<file path="config.mk">
export PLATFORM = sky130hd
export DESIGN_NAME = licznik_czasu_param
export DESIGN_NICKNAME = d
export VERILOG_FILES = /design/src/rtl/licznik_czasu_param.sv
export SDC_FILE = /design/constraint.sdc
export NUM_CORES = 1
export LEC_CHECK = 0
export CAP_MARGIN = 20
export CORE_ASPECT_RATIO = 0.8
export CORE_MARGIN = 1.5
export CORE_UTILIZATION = 25
export CTS_CLUSTER_DIAMETER = 50
export CTS_CLUSTER_SIZE = 10
export DETAILED_ROUTE_END_ITERATION = 16
export HOLD_SLACK_MARGIN = 0.02
export PLACE_DENSITY = 0.51
export SETUP_SLACK_MARGIN = 0.4
export SLEW_MARGIN = 20
export SYNTH_ARGS = -nofsm -noshare
export SYNTH_HDL_FRONTEND = slang
export SYNTH_SLANG_ARGS = --single-unit
</file>
<file path="constraint.sdc">
create_clock -name clk -period 2.5 [get_ports clk]
set_clock_uncertainty 0.1 [all_clocks]
set_input_delay 0.75 -clock clk [delete_from_list [all_inputs] [get_ports clk]]
set_output_delay 0.75 -clock clk [all_outputs]
set_load 0.03 [all_outputs]
</file>
<file path="src/rtl/licznik_czasu_param.sv">
// BCD time-of-day counter: optional seconds, 12/24-hour mode, validated preset load
// and a one-cycle pulse when the count rolls over into midnight.
module licznik_czasu_param #(
  parameter int H24    = 1,
  parameter int SEC_EN = 1
) (
  input  logic       clk,
  input  logic       rst,
  input  logic       run,
  input  logic       tick,
  input  logic       inc_sek,
  input  logic       inc_min,
  input  logic       inc_godz,
  input  logic       load,
  input  logic [7:0] load_sek,
  input  logic [7:0] load_min,
  input  logic [7:0] load_godz,
  input  logic       load_pm,
  output logic [3:0] sek_jed,
  output logic [3:0] sek_dzie,
  output logic [3:0] min_jed,
  output logic [3:0] min_dzie,
  output logic [3:0] godz_jed,
  output logic [3:0] godz_dzie,
  output logic       pm,
  output logic       day_tick,
  output logic       load_err
);

  localparam logic [7:0] HOUR_RST = (H24 != 0) ? 8'h00 : 8'h12;

  logic [7:0] sek_r, min_r, godz_r;
  logic       pm_r, day_r, err_r;
  logic [7:0] sek_n_s, min_n_s, godz_n_s;
  logic       pm_n_s, day_n_s, err_n_s;
  logic [8:0] sek_c_s, min_c_s, hr_c_s;
  logic       sek_ok_s, min_ok_s, hr_ok_s, load_ok_s;

  function automatic logic nib_ok(input logic [7:0] v);
    nib_ok = (v[7:4] <= 4'd9) && (v[3:0] <= 4'd9);
  endfunction

  function automatic logic [7:0] bcd_inc(input logic [7:0] v);
    if (v[3:0] >= 4'd9) bcd_inc = {v[7:4] + 4'd1, 4'd0};
    else                bcd_inc = {v[7:4], v[3:0] + 4'd1};
  endfunction

  // {carry, next} for a 00..59 field
  function automatic logic [8:0] inc59(input logic [7:0] v);
    if (v >= 8'h59) inc59 = {1'b1, 8'h00};
    else            inc59 = {1'b0, bcd_inc(v)};
  endfunction

  // {pm, hours} after one hour step; 12-hour mode flips pm on 11->12 only
  function automatic logic [8:0] hr_inc(input logic [7:0] h, input logic p);
    logic [7:0] b;
    b = bcd_inc(h);
    if (H24 != 0) begin
      if (h >= 8'h23) hr_inc = {1'b0, 8'h00};
      else            hr_inc = {(b >= 8'h12), b};
    end else begin
      if (h >= 8'h12)      hr_inc = {p, 8'h01};
      else if (h == 8'h11) hr_inc = {~p, 8'h12};
      else                 hr_inc = {p, b};
    end
  endfunction

  // preset validation and single-step candidates for each field
  always_comb begin
    sek_ok_s  = (SEC_EN == 0) || (nib_ok(load_sek) && (load_sek <= 8'h59));
    min_ok_s  = nib_ok(load_min) && (load_min <= 8'h59);
    if (H24 != 0) hr_ok_s = nib_ok(load_godz) && (load_godz <= 8'h23);
    else          hr_ok_s = nib_ok(load_godz) && (load_godz >= 8'h01) && (load_godz <= 8'h12);
    load_ok_s = sek_ok_s && min_ok_s && hr_ok_s;
    sek_c_s   = inc59(sek_r);
    min_c_s   = inc59(min_r);
    hr_c_s    = hr_inc(godz_r, pm_r);
  end

  // next state: load beats counting, counting beats set-mode steps
  always_comb begin
    sek_n_s  = sek_r;
    min_n_s  = min_r;
    godz_n_s = godz_r;
    pm_n_s   = pm_r;
    day_n_s  = 1'b0;
    err_n_s  = 1'b0;
    if (load) begin
      if (load_ok_s) begin
        sek_n_s  = (SEC_EN != 0) ? load_sek : 8'h00;
        min_n_s  = load_min;
        godz_n_s = load_godz;
        pm_n_s   = (H24 != 0) ? (load_godz >= 8'h12) : load_pm;
      end else begin
        err_n_s = 1'b1;
      end
    end else if (run && tick) begin
      if (SEC_EN != 0) sek_n_s = sek_c_s[7:0];
      else             sek_n_s = 8'h00;
      if ((SEC_EN == 0) || sek_c_s[8]) begin
        min_n_s = min_c_s[7:0];
        if (min_c_s[8]) begin
          {pm_n_s, godz_n_s} = hr_c_s;
          if (H24 != 0) day_n_s = (godz_r == 8'h23);
          else          day_n_s = (godz_r == 8'h11) && pm_r;
        end else begin
          godz_n_s = godz_r;
        end
      end else begin
        min_n_s = min_r;
      end
    end else if (!run) begin
      if (inc_sek && (SEC_EN != 0)) sek_n_s = sek_c_s[7:0];
      else                          sek_n_s = sek_r;
      if (inc_min) min_n_s = min_c_s[7:0];
      else         min_n_s = min_r;
      if (inc_godz) {pm_n_s, godz_n_s} = hr_c_s;
      else          {pm_n_s, godz_n_s} = {pm_r, godz_r};
    end else begin
      day_n_s = 1'b0;
    end
  end

  // state and pulse registers
  always_ff @(posedge clk or posedge rst) begin
    if (rst) begin
      sek_r  <= 8'h00;
      min_r  <= 8'h00;
      godz_r <= HOUR_RST;
      pm_r   <= 1'b0;
      day_r  <= 1'b0;
      err_r  <= 1'b0;
    end else begin
      sek_r  <= sek_n_s;
      min_r  <= min_n_s;
      godz_r <= godz_n_s;
      pm_r   <= pm_n_s;
      day_r  <= day_n_s;
      err_r  <= err_n_s;
    end
  end

  assign sek_jed   = sek_r[3:0];
  assign sek_dzie  = sek_r[7:4];
  assign min_jed   = min_r[3:0];
  assign min_dzie  = min_r[7:4];
  assign godz_jed  = godz_r[3:0];
  assign godz_dzie = godz_r[7:4];
  assign pm        = pm_r;
  assign day_tick  = day_r;
  assign load_err  = err_r;

endmodule

</file>
Word level (Yosys, flattened, before mapping)
Index checks and enable logic that the tools add are counted.
Word-level totals
  bits in registers: 27
  input port bits: 33
  output and inout port bits: 27
Operators by class
  $add $sub $neg: 6
  $lt $le $gt $ge: 17
  equal/unequal tests: 5
  mux-type cells: 37
  reductions and logical operators: 15
Operators with widths (number)
  $mux 8: 21
  $mux 9: 3
  $add 4x1->4 const B: 6
  $le 4x4->1 const B: 6
  $ge 8x5->1 const B: 2
  $ge 8x7->1 const B: 2
  $le 8x7->1 const B: 2
  $mux 1: 13
  $ge 4x4->1 const B: 3
  $logic_and 1x1->1: 9
  $reduce_bool 3->1: 3
  $eq 8x6->1 const B: 1
  $ge 8x6->1 const B: 1
  $le 8x6->1 const B: 1
  $ne 3x3->1 const B: 2
  $reduce_and 5->1: 1
  $reduce_and 4->1: 1
  $ne 3x1->1 const B: 1
  $reduce_and 3->1: 1
  $ne 2x1->1 const B: 1

Logic depth before layout (Yosys ltp)
Gate-level depths: netlist of run 1.
  depth in word-level cells: 8
  mapped depth: 8
  mapped depth without buffers: 7

Least setup slack after synthesis of run 1
No wires, ideal clock.
  path kind: reg2reg
  from: reg sek_r[0]
  to: reg min_r[4]
  setup time: 128 ps
  data arrival time: 2208 ps
  path slack: 65 ps
  cell stages (with the launch flop): 8
  period minus slack after synthesis: 2435 ps
  cell sequence: dfrtp_1 > inv_1 > ha_1 > nor3b_2 > o311a_4 > or3_4 > nor2_4 > mux2_1
On the way
  word-level cells in the longest chain between the ends: 4
RTL lines
  start, declared: RTL line 32  | logic [7:0] sek_r, min_r, godz_r;
  start signal, assigned: RTL line 134  | sek_r <= sek_n_s;
  $ge 8x7->1: RTL line 50  | if (v >= 8'h59) inc59 = {1'b1, 8'h00};
  $mux 9: RTL line 50
  $ne 3x3->1 (no source line)
  $reduce_and 4->1 (no source line)
  end signal, assigned: RTL line 135  | min_r <= min_n_s;
  end, declared: RTL line 32
Every way passes these cells.
A chain may end at the register's enable or synchronous reset.

Worst setup path in the final report of run 1
  from: reg sek_r[0]
  to: reg min_r[5]
The elaborated chain is that of the path after synthesis.

==> summary.md, run 1 <==
| Metric | Value |
|---|---|
| R2r endpoint | min_r[5] |
| Clock Power Share | around 10% |
| # DRC | 0 |
| Via count | slightly below 2000 |
| DP Worst Slack | -0.248 ns |
| Syn Area/Cell | 9.64 um2 |
| Pwr Total | roughly 2500 uW |
| Placer Congestion | between 0.8 and 0.9 |
| DP HPWL | around 4600 um |
| Slowest cell on crit path | or3_4 |
| DRT iter0 DRCs | 81 |
| Top FF cell, synth | dfrtp_1 |
| Final worst path period share | a little under nine tenths |
| Reg clk slew, reported paths | 0.09 ns |
| Sequential share of power | 30.6% |
| First-pass GRT wire length | a little over 9000 um |
| Die X | approximately 100 um |
| Drt first pass iters | 4 |
| Post-Place Cell Area | 2940 um2 |
| Post-Syn Instances | about 200 |
| Critical Path Max Stage Delay | 0.42 ns |
| Setup crit end kind | flop |
| Met2 WL | roughly 2800 um |
| Mapped cell area | 1920 um2 |
| Root buf cell | clkbuf_8 |
| Initial antenna violation count | 0 |
| RSZ-0062 raised after global routing | true |
| Core Area | 7430 um2 |
| Peak VDD IR | roughly 300 uV |
| Crit-path cells | inv_2 > ha_4 > nor3b_4 > o311a_4 > or3_4 > nor2_4 > buf_6 > mux2i_1 |
| Sequential fraction of the synthesis area | 35.2% |
| Worst r2r src | sek_r[0] |
| Critical Path RT | 2.59 ns |
| Nets | 355 |
| Number of global-route vias before repair | 1836 |
| Area Overhead vs Synth | 65.2% |
| FFs w/ async S/R, synth | 100% |
| WHS Path Cells | 1 |
| Skew-Pair Late Insertion Delay | between 0.2 and 0.3 ns |
| Pin slew with the least headroom to its limit | about 0.37 ns |
| Dpl cells | 395 |
| Outcome | completed |
| M1 wire length | 2860 um |
| Slew HR | 75.6% |
| FP Rows | 28 |
| Number of buffers created by CTS | 3 |
| Top Layer Used | met4 |
| Num Clock Sinks | 27 |
| Share of post-route cells with drive strength above 1 | 36.3% |
| TritonCTS clock tree | built |
| Startpoint class of the critical path | flop |
| P_sw | between 1000 and 1500 uW |
| Pwr/cell area | between 800 and 900 nW/um2 |
| Post-route antenna net violation count | 0 |
| CTS HTree Levels | 1 |
| Net count after synthesis | ~250 |
| Endpoints failing setup | 0 |
| FF-to-FF setup slack | 0.34 ns |
| Via density | 4.68 |
| Fin. Hold Viols | 0 |
| Yosys cell types | between 50 and 60 |
| Total die area | 8210 um2 |
| Leak | between 0.001 and 0.0015 uW |
| Critical path type | reg2reg |
| Worst Setup SP | sek_r[0] |
| Ys Warns | 0 |
| Internal | between 1000 and 1500 uW |
| Number of port buffers | 58 |
| DR WL/cell | 14.4 um |
| HP Class | reg2reg |
| Max Freq | approximately 460 MHz |
| Final non-filler cell total | 411 |
| Yosys reg bits | 27 |
| Clock Path Buffers | 2 |
| Die height | approximately 81 um |
| Worst hold margin | 0.429 ns |
| GRT Util Overall | ~14% |
| Met3 Wirelength | ~240 um |
| IO Count | 60 |
| Fin area | about 3200 um2 |
| Routed WL | about 6000 um |
| Maxcap violations | 0 |
| Hold_buf cts | 0 |
| EDFF count, synth | 0 |
| Switching part of the total | between 40% and 50% |
| Worst setup path end | min_r[5] |
| Largest net degree at the start of global routing | 28 |
| Crit path arrival time | 2.25 ns |
| Crit Path Max Fanout | 4 |
| Slew Viols, Final | 0 |
| Tmin final | around 2.2 ns |
| Grt ovf | 0 |
| Hold wc startpoint | pm |
| Comb power frac | just under 60% |
| Setup ws final | around 0.34 ns |
| Starting Density | approximately 26% |
| Ant. Diodes | 0 |
| Worst r2r path cells | 8 |
metal layers:
| metal | track usage [%] | vias to the layer above |
|---|---|---|
| met5 | 0 | - |
| met4 | 1.39 | 0 |
| met3 | 2.84 | 2 |
| met2 | 23.1 | 38 |
| met1 | 20.6 | 932 |
| li1 | - | 953 |
per-stage QoR:
step | TNS [ns] | util (%)
after floorplan | 0 | -
after global placement | -2.73 | 39.6
after detailed placement | -3.34 | 39.6
final | 0 | 42.7
after CTS | 0 | 41.1
after global routing | 0 | 42.7
area by class of cell:
cell class | instances | area (um2)
Sequential cell | 27 | 684
Timing Repair Buffer | 108 | 950
Clock buffer | 4 | 45.0
Fill cell | 763 | 4260
Inverter | 18 | 72.6
Tap cell | 105 | 131
Multi-Input combinational cell | 149 | 1290
power by group through the flow:
stage,registers (uW),clock network [uW],logic (uW)
6_report,777,254,1510
5_1_grt,806,284,1640
3_3_place_gp,794,0,1410
3_5_place_dp,793,0,1440
2_1_floorplan,1010,0,622
4_1_cts,769,266,1430
Yosys cell counts (3+ instances only):
master | n | area share (%)
a22o_1 | 4 | 1.8
and2_1 | 4 | 1.3
nor4_1 | 3 | 0.98
a21oi_1 | 9 | 2.3
a22oi_1 | 7 | 2.7
nand3_1 | 11 | 2.9
inv_1 | 18 | 3.5
o21ai_0 | 8 | 2.1
nand2_1 | 17 | 3.3
dfrtp_1 | 27 | 35
ha_1 | 15 | 9.8
nor2b_1 | 3 | 0.98
mux2i_1 | 8 | 4.2
o31ai_1 | 9 | 3.5
nor2_1 | 6 | 1.2
critical path: cells and delay by family (launching register included):
family                   cells  cell delay, ns
AO/OA/AOI/OAI                1            0.34
adder cells (fa/ha/maj)      1            0.15
buffers and inverters        2            0.18
flip-flops                   1            0.40
multiplexers                 1            0.21
AND/OR/NAND/NOR              3            0.69
worst min-delay path by stage:
stage | to | slack (ns)
2_1_floorplan | sek_r[1] | 0.57
3_3_place_gp | pm | 0.41
3_5_place_dp | pm | 0.41
4_1_cts | pm | 0.43
5_1_grt | pm | 0.46
6_report | pm | 0.43
layout by cell type (no fill, tap or decap), types with 3 or more instances in the layout:
cell type	synthesis	layout
mux2i_1	8	8
buf_6	0	5
inv_1	18	11
ha_1	15	11
nand2_1	17	13
clkbuf_8	0	3
nand3_2	0	3
dfrtp_2	0	7
nand2_2	1	5
nor2_1	6	6
and2_4	1	3
nor2b_1	3	3
o31ai_1	9	6
clkbuf_2	0	4
a22o_1	4	4
o21ai_2	0	3
dfrtp_1	27	20
buf_4	0	42
dlygate4sd2_1	0	38
nand3_1	11	7
a21oi_1	9	8
clkdlybuf4s50_1	0	11
a22oi_1	7	6
inv_2	0	5
o21ai_0	8	5
sequential cells by signal, summed over array words and instances (netlist names):
| signal | cells |
|---|---|
| load_err | 1 |
| sek_r | 8 |
| godz_r | 8 |
| min_r | 8 |
| day_tick | 1 |
| pm | 1 |
cells by family after synthesis:
kind of cell	after synthesis	share of synthesized area (%)
DFF	27	35.2
and+or+nand+nor	60	17.5
xor gates and xnor gates	1	0.457
muxes	11	6.13
adders and majority gates	15	9.78
AOI/OAI and AO/OA	62	25.4
buffers and inverters	23	5.48
what timing repair did:
item	CTS	global route
buffers inserted	9	2
resized for setup	69	27
hold endpoints to repair	0	0
endpoints found under the setup margin	53	23
gates cloned	0	1
pin swaps	12	14
(Power assumes the default switching activity.)
==> run 2: changes to the inputs <==
- ABC_CLOCK_PERIOD_IN_PS: default -> 2500
- CELL_PAD_IN_SITES_DETAIL_PLACEMENT: default -> 1
- CELL_PAD_IN_SITES_GLOBAL_PLACEMENT: default -> 2
- PLACE_DENSITY: 0.51 -> 0.76
==> run 2 against run 1 <==
  * Flip-flop and latch count did not move
  * Global-route usage grew 1.6 points
  * Worst hold slack better by 0.0046 ns
  * Combinational power grew 5%
  * Setup slack worse by 0.051 ns
  * First-iteration DRC count is 41% lower
  * Largest power group unchanged
  * Highest routed layer unchanged
==> summary.md, run 2 (synthesized netlist as in run 1, its figures left out) <==
| Metric | Value |
|---|---|
| Outcome | completed |
| GRT Util Overall | 16.0% (+1.6 points) |
| Critical Path RT | 2.58 ns (about the same) |
| Ant. Diodes | 0 (unchanged) |
| Pin slew with the least headroom to its limit | 0.372 ns (+0.00633 ns) |
| Slew Viols, Final | 0 (unchanged) |
| # DRC | 0 (unchanged) |
| Tmin final | 2.21 ns (+0.0508 ns) |
| Placer Congestion | 0.789 (-7.2%) |
| Number of global-route vias before repair | 2006 (+9.3%) |
| Grt ovf | 0 (unchanged) |
| Worst r2r src | sek_r[1] |
| HP Class | reg2reg |
| Met3 Use GR | 3.61% (+0.77 points) |
| Delay-heaviest family, CP | simple AND/OR/NAND/NOR gates |
| Nets | 361 (+1.7%) |
| Regs by FF count | godz_r (8), min_r (8), sek_r (8) |
| Peak VDD IR | 333 uV (+12%) |
| Reg clk slew, reported paths | 0.10 ns (about the same) |
| Max Freq | 452 MHz (-2.3%) |
| Largest net degree at the start of global routing | 28 (unchanged) |
| Hold_buf cts | 0 (unchanged) |
| Slew HR | 75.2% (-0.42 points) |
| Setup crit end kind | flop |
| Critical Path Max Stage Delay | 0.45 ns (+0.03 ns) |
| R2r endpoint | min_r[4] |
| Die height | 81.3 um (unchanged) |
| DRT iter0 DRCs | 48 (-41%) |
| Crit-path cells | inv_4 > ha_2 > nor3b_4 > o311a_4 > or3_4 > nor2_4 > mux2_4 |
| IO Count | 60 (unchanged) |
| FP Rows | 28 (unchanged) |
| Gr busiest metal | met2 |
| Initial antenna violation count | 0 (unchanged) |
| DR WL/cell | 15.6 um (+8.1%) |
| Starting Density | 25.8% (unchanged) |
| Core Area | 7430 um2 (unchanged) |
| Num Clock Sinks | 27 (unchanged) |
| Post-route antenna net violation count | 0 (unchanged) |
| Setup TNS | 0 ns (unchanged) |
| Met2 GRT Util | 26.0% (+2.9 points) |
| Setup ws final | 0.289 ns (-0.0508 ns) |
| First-pass GRT wire length | 10100 um (+9.9%) |
| Share of post-route cells with drive strength above 1 | 37.8% (+1.5 points) |
| Final worst path period share | 88.4% (+2.0 points) |
| Most common cell after layout, fill and taps aside | buf_4 |
| Endpoints failing setup | 0 (unchanged) |
| Fin. Hold Viols | 0 (unchanged) |
| WP depth | 7 (-1) |
| CTS HTree Levels | 1 (unchanged) |
| Root buf cell | clkbuf_8 |
| TritonCTS clock tree | built |
| Number of buffers created by CTS | 3 (unchanged) |
| WHS Endpoint | pm |
| Die X | 101 um (unchanged) |
| Critical path buffers and inverters | 1 (-1) |
| Skew-Pair Late Insertion Delay | 0.28 ns (about the same) |
| Worst hold margin | 0.434 ns (+0.00457 ns) |
| Via count | 1982 (+3.0%) |
| Slowest cell on crit path | dfrtp_2 |
| Number of port buffers | 58 (unchanged) |
| Maxcap violations | 0 (unchanged) |
| Critical path type | reg2reg |
| Drt first pass iters | 4 (unchanged) |
| Hold wc startpoint | pm |
| Area Overhead vs Synth | 69.4% |
| DP Worst Slack | -0.272 ns (-0.0241 ns) |
| Via density | 4.75 (+1.5%) |
| DP HPWL | 4950 um (+7.3%) |
| WHS Path Cells | 1 (unchanged) |
| Crit Path Max Fanout | 4 (unchanged) |
| Clock Path Buffers | 2 (unchanged) |
| Routed WL | 6490 um (+9.6%) |
| Pwr Total | 2630 uW (+3.7%) |
| Pwr/cell area | 810 nW/um2 (+1.1%) |
| Crit path arrival time | 2.29 ns (+0.04 ns) |
| Total die area | 8210 um2 (unchanged) |
| Leak | 0.00151 uW (+1.0%) |
| GR met1 Demand/Resource | 22.1% (+1.5 points) |
| RSZ-0062 raised after global routing | true |
| FF-to-FF setup slack | 0.29 ns (-0.05 ns) |
| Startpoint class of the critical path | flop |
| Most frequent cells in the layout | buf_4, dlygate4sd2_1, dfrtp_1 |
| Worst r2r path cells | 7 (-1) |
[run 2: timing repair]
action,4_1_cts,5_1_grt
pin swaps,9,18
gates resized for setup,83,38
buffers inserted,6,10
endpoints found under the setup margin,54,23
[run 2: worst max path at each step]
stage               startpoint       end  slack [ns]
floorplan             sek_r[1]        pm        0.30
global placement          load  min_r[4]       -0.22
detailed placement        load  min_r[4]       -0.27
CTS                   sek_r[0]  min_r[4]        0.29
global route          sek_r[1]  min_r[6]        0.22
finish                sek_r[1]  min_r[4]        0.29
[run 2: routing by layer]
metal / up-vias / wire length [um]
met4: 0 / 25
met3: 2 / 260
met2: 37 / 3170
li1: 968 / -
met1: 975 / 3030
met5: - / 0
[run 2: where the power goes]
part	internal (uW)	total, uW	switching (uW)
sequential	579	790	212
combinational	721	1580	858
clock	115	263	148
total	1410	2630	1220
[run 2: area by class of cell]
cell class | instances | area [um2]
tap | 105 | 131
fill | 857 | 4180
clock buffer | 4 | 45.0
multi-input combinational | 149 | 1330
sequential | 27 | 686
inverter | 18 | 75.1
timing repair buffer | 114 | 983
[run 2: through the flow]
step,cell area [um2],std cells,utilization (%)
2_1_floorplan,1960,199,-
3_3_place_gp,2940,397,39.6
3_5_place_dp,2940,397,39.6
4_1_cts,3090,407,41.7
5_1_grt,3250,417,43.8
6_report,3250,417,43.8
==> run 3: changes to the inputs <==
- CTS_BUF_LIST: default -> sky130_fd_sc_hd__clkbuf_2 sky130_fd_sc_hd__clkbuf_4 sky130_fd_sc_hd__clkbuf_8
- SKIP_CTS_REPAIR_TIMING: default -> 1
==> run 3 against run 2 <==
  * Worst hold slack worse by 0.00062 ns
  * Count of clock-buffer cells in the layout did not move
  * Sequential share of layout area shrank 0.62 points
==> summary.md, run 3 (synthesized netlist as in run 1, its figures left out) <==
| Metric | Value |
|---|---|
| GRT Util Overall | 15.7% (-0.27 points) |
| Delay-heaviest family, CP | simple AND/OR/NAND/NOR gates |
| Final non-filler cell total | 414 (-0.72%) |
| Number of buffers created by CTS | 3 (unchanged) |
| DR WL/cell | 15.5 um (-0.13%) |
| Final worst path period share | 86.6% (-1.8 points) |
| Critical path buffers and inverters | 1 (unchanged) |
| Critical Path Max Stage Delay | 0.45 ns (about the same) |
| Starting Density | 25.8% (unchanged) |
| Fin area | 3350 um2 (+3.2%) |
| FP Rows | 28 (unchanged) |
| Routed WL | 6430 um (-0.85%) |
| Most common cell after layout, fill and taps aside | dlymetal6s2s_1 |
| Startpoint class of the critical path | flop |
| Drt first pass iters | 4 (unchanged) |
| Root buf cell | clkbuf_8 |
| First-pass GRT wire length | 10000 um (-1.1%) |
| Number of port buffers | 58 (unchanged) |
| Maxcap violations | 0 (unchanged) |
| Skew-Pair Late Insertion Delay | 0.28 ns (about the same) |
| Regs by FF count | godz_r (8), min_r (8), sek_r (8) |
| Tmin final | 2.17 ns (-0.0450 ns) |
| Crit path arrival time | 2.24 ns (-0.05 ns) |
| # DRC | 0 (unchanged) |
| Core Area | 7430 um2 (unchanged) |
| Slew HR | 75.7% (+0.52 points) |
| Nets | 358 (-0.83%) |
| Pwr Total | 2680 uW (+1.9%) |
| Die X | 101 um (unchanged) |
| RSZ-0062 raised after global routing | true |
| Leak | 0.00196 uW (+29%) |
| Reg clk slew, reported paths | 0.10 ns (about the same) |
| Most frequent cells in the layout | dlymetal6s2s_1, buf_4, dfrtp_1 |
| IO Count | 60 (unchanged) |
| Setup TNS | 0 ns (unchanged) |
| CTS HTree Levels | 1 (unchanged) |
| Slew Viols, Final | 0 (unchanged) |
| Total die area | 8210 um2 (unchanged) |
| Via count | 1963 (-0.96%) |
| Die height | 81.3 um (unchanged) |
| Crit Path Max Fanout | 4 (unchanged) |
| Clock Path Buffers | 2 (unchanged) |
| Crit-path cells | inv_4 > ha_2 > nor3b_4 > o311a_4 > or3_4 > nor2_4 > mux2_4 |
| Ant. Diodes | 0 (unchanged) |
| HP Class | reg2reg |
| Fin util | 45.1% (+1.4 points) |
| Critical path type | reg2reg |
| Dpl cells | 397 (unchanged) |
| Peak VDD IR | 360 uV (+8.0%) |
| Initial antenna violation count | 0 (unchanged) |
| Post-route antenna net violation count | 0 (unchanged) |
| Number of global-route vias before repair | 1985 (-1.0%) |
| Placer Congestion | 0.789 (unchanged) |
| Fin. Hold Viols | 0 (unchanged) |
| Slowest cell on crit path | dfrtp_2 |
| Via density | 4.74 (-0.24%) |
| Endpoints failing setup | 0 (unchanged) |
| Grt ovf | 0 (unchanged) |
| Outcome | completed |
| Critical Path RT | 2.58 ns (about the same) |
| Post-Place Cell Area | 2940 um2 (unchanged) |
| Largest net degree at the start of global routing | 28 (unchanged) |
| TritonCTS clock tree | built |
| Share of post-route cells with drive strength above 1 | 34.3% (-3.5 points) |
| DRT iter0 DRCs | 44 (-8.3%) |
| Max Freq | 462 MHz (+2.1%) |
| Pin slew with the least headroom to its limit | 0.364 ns (-0.00773 ns) |
| Num Clock Sinks | 27 (unchanged) |
| Setup crit end kind | flop |
| Area Overhead vs Synth | 74.8% |
| DP HPWL | 4950 um (unchanged) |
| Pwr/cell area | 799 nW/um2 (-1.3%) |
==> run 3: cell types whose count changed in the layout (fill, tap and decap cells not counted), moves of 2 or more <==
cell | previous run | this run
nand3_4 | 2 | 0
nand3_1 | 7 | 9
dlygate4sd2_1 | 36 | 0
o21ai_1 | 6 | 2
dlymetal6s2s_1 | 0 | 49
buf_4 | 45 | 47
buf_6 | 8 | 5
o21ai_2 | 1 | 4
clkbuf_2 | 7 | 0
clkdlybuf4s15_1 | 6 | 0
o21ai_0 | 2 | 4
==> run 3: per-layer routing <==
metal,vias to the layer above,global-route usage [%],part of all wire [%]
li1,958,-,-
met1,970,21.6,48
met2,33,25.8,48
met3,2,3.61,3.4
met4,0,2.08,0.39
met5,-,0,0
==> run 3: final timing paths <==
kind,from,end,slack [ns],depth (start not counted)
min reg2reg,pm,pm,0.43,1
min,pm,pm,0.43,1
max in group asynchronous,rst,sek_r[0],1.27,3
min in group asynchronous,rst,pm,0.73,3
max,sek_r[1],min_r[4],0.33,7
max reg2reg,sek_r[1],min_r[4],0.33,7
==> run 3: report_power, final <==
part | total [uW] | internal (uW) | switching [uW]
clock network | 270 | 125 | 145
registers | 791 | 580 | 211
logic | 1620 | 778 | 841
total | 2680 | 1480 | 1200
==> run 3: worst register-to-register path, stage by stage (launching register included) <==
cell	delay, ns
dfrtp_2	0.45
inv_4	0.08
ha_2	0.20
nor3b_4	0.05
o311a_4	0.34
or3_4	0.41
nor2_4	0.13
mux2_4	0.30
==> run 3: final cells by class <==
cell class | count | area [um2]
clock buffers | 4 | 48.8
flip-flops and latches | 27 | 687
fillers | 841 | 4070
well taps | 105 | 131
repair buffers | 111 | 1130
multi-input cells | 149 | 1280
inverters | 18 | 75.1
==> run 3: metrics by stage <==
| step | hold WS [ns] | worst slack [ns] |
|---|---|---|
| after CTS | 0.450 | 0.0283 |
| after detailed placement | 0.426 | -0.272 |
| after global routing | 0.458 | 0.259 |
| after floorplan | 0.566 | 0.297 |
| final | 0.433 | 0.334 |
| after global placement | 0.417 | -0.218 |
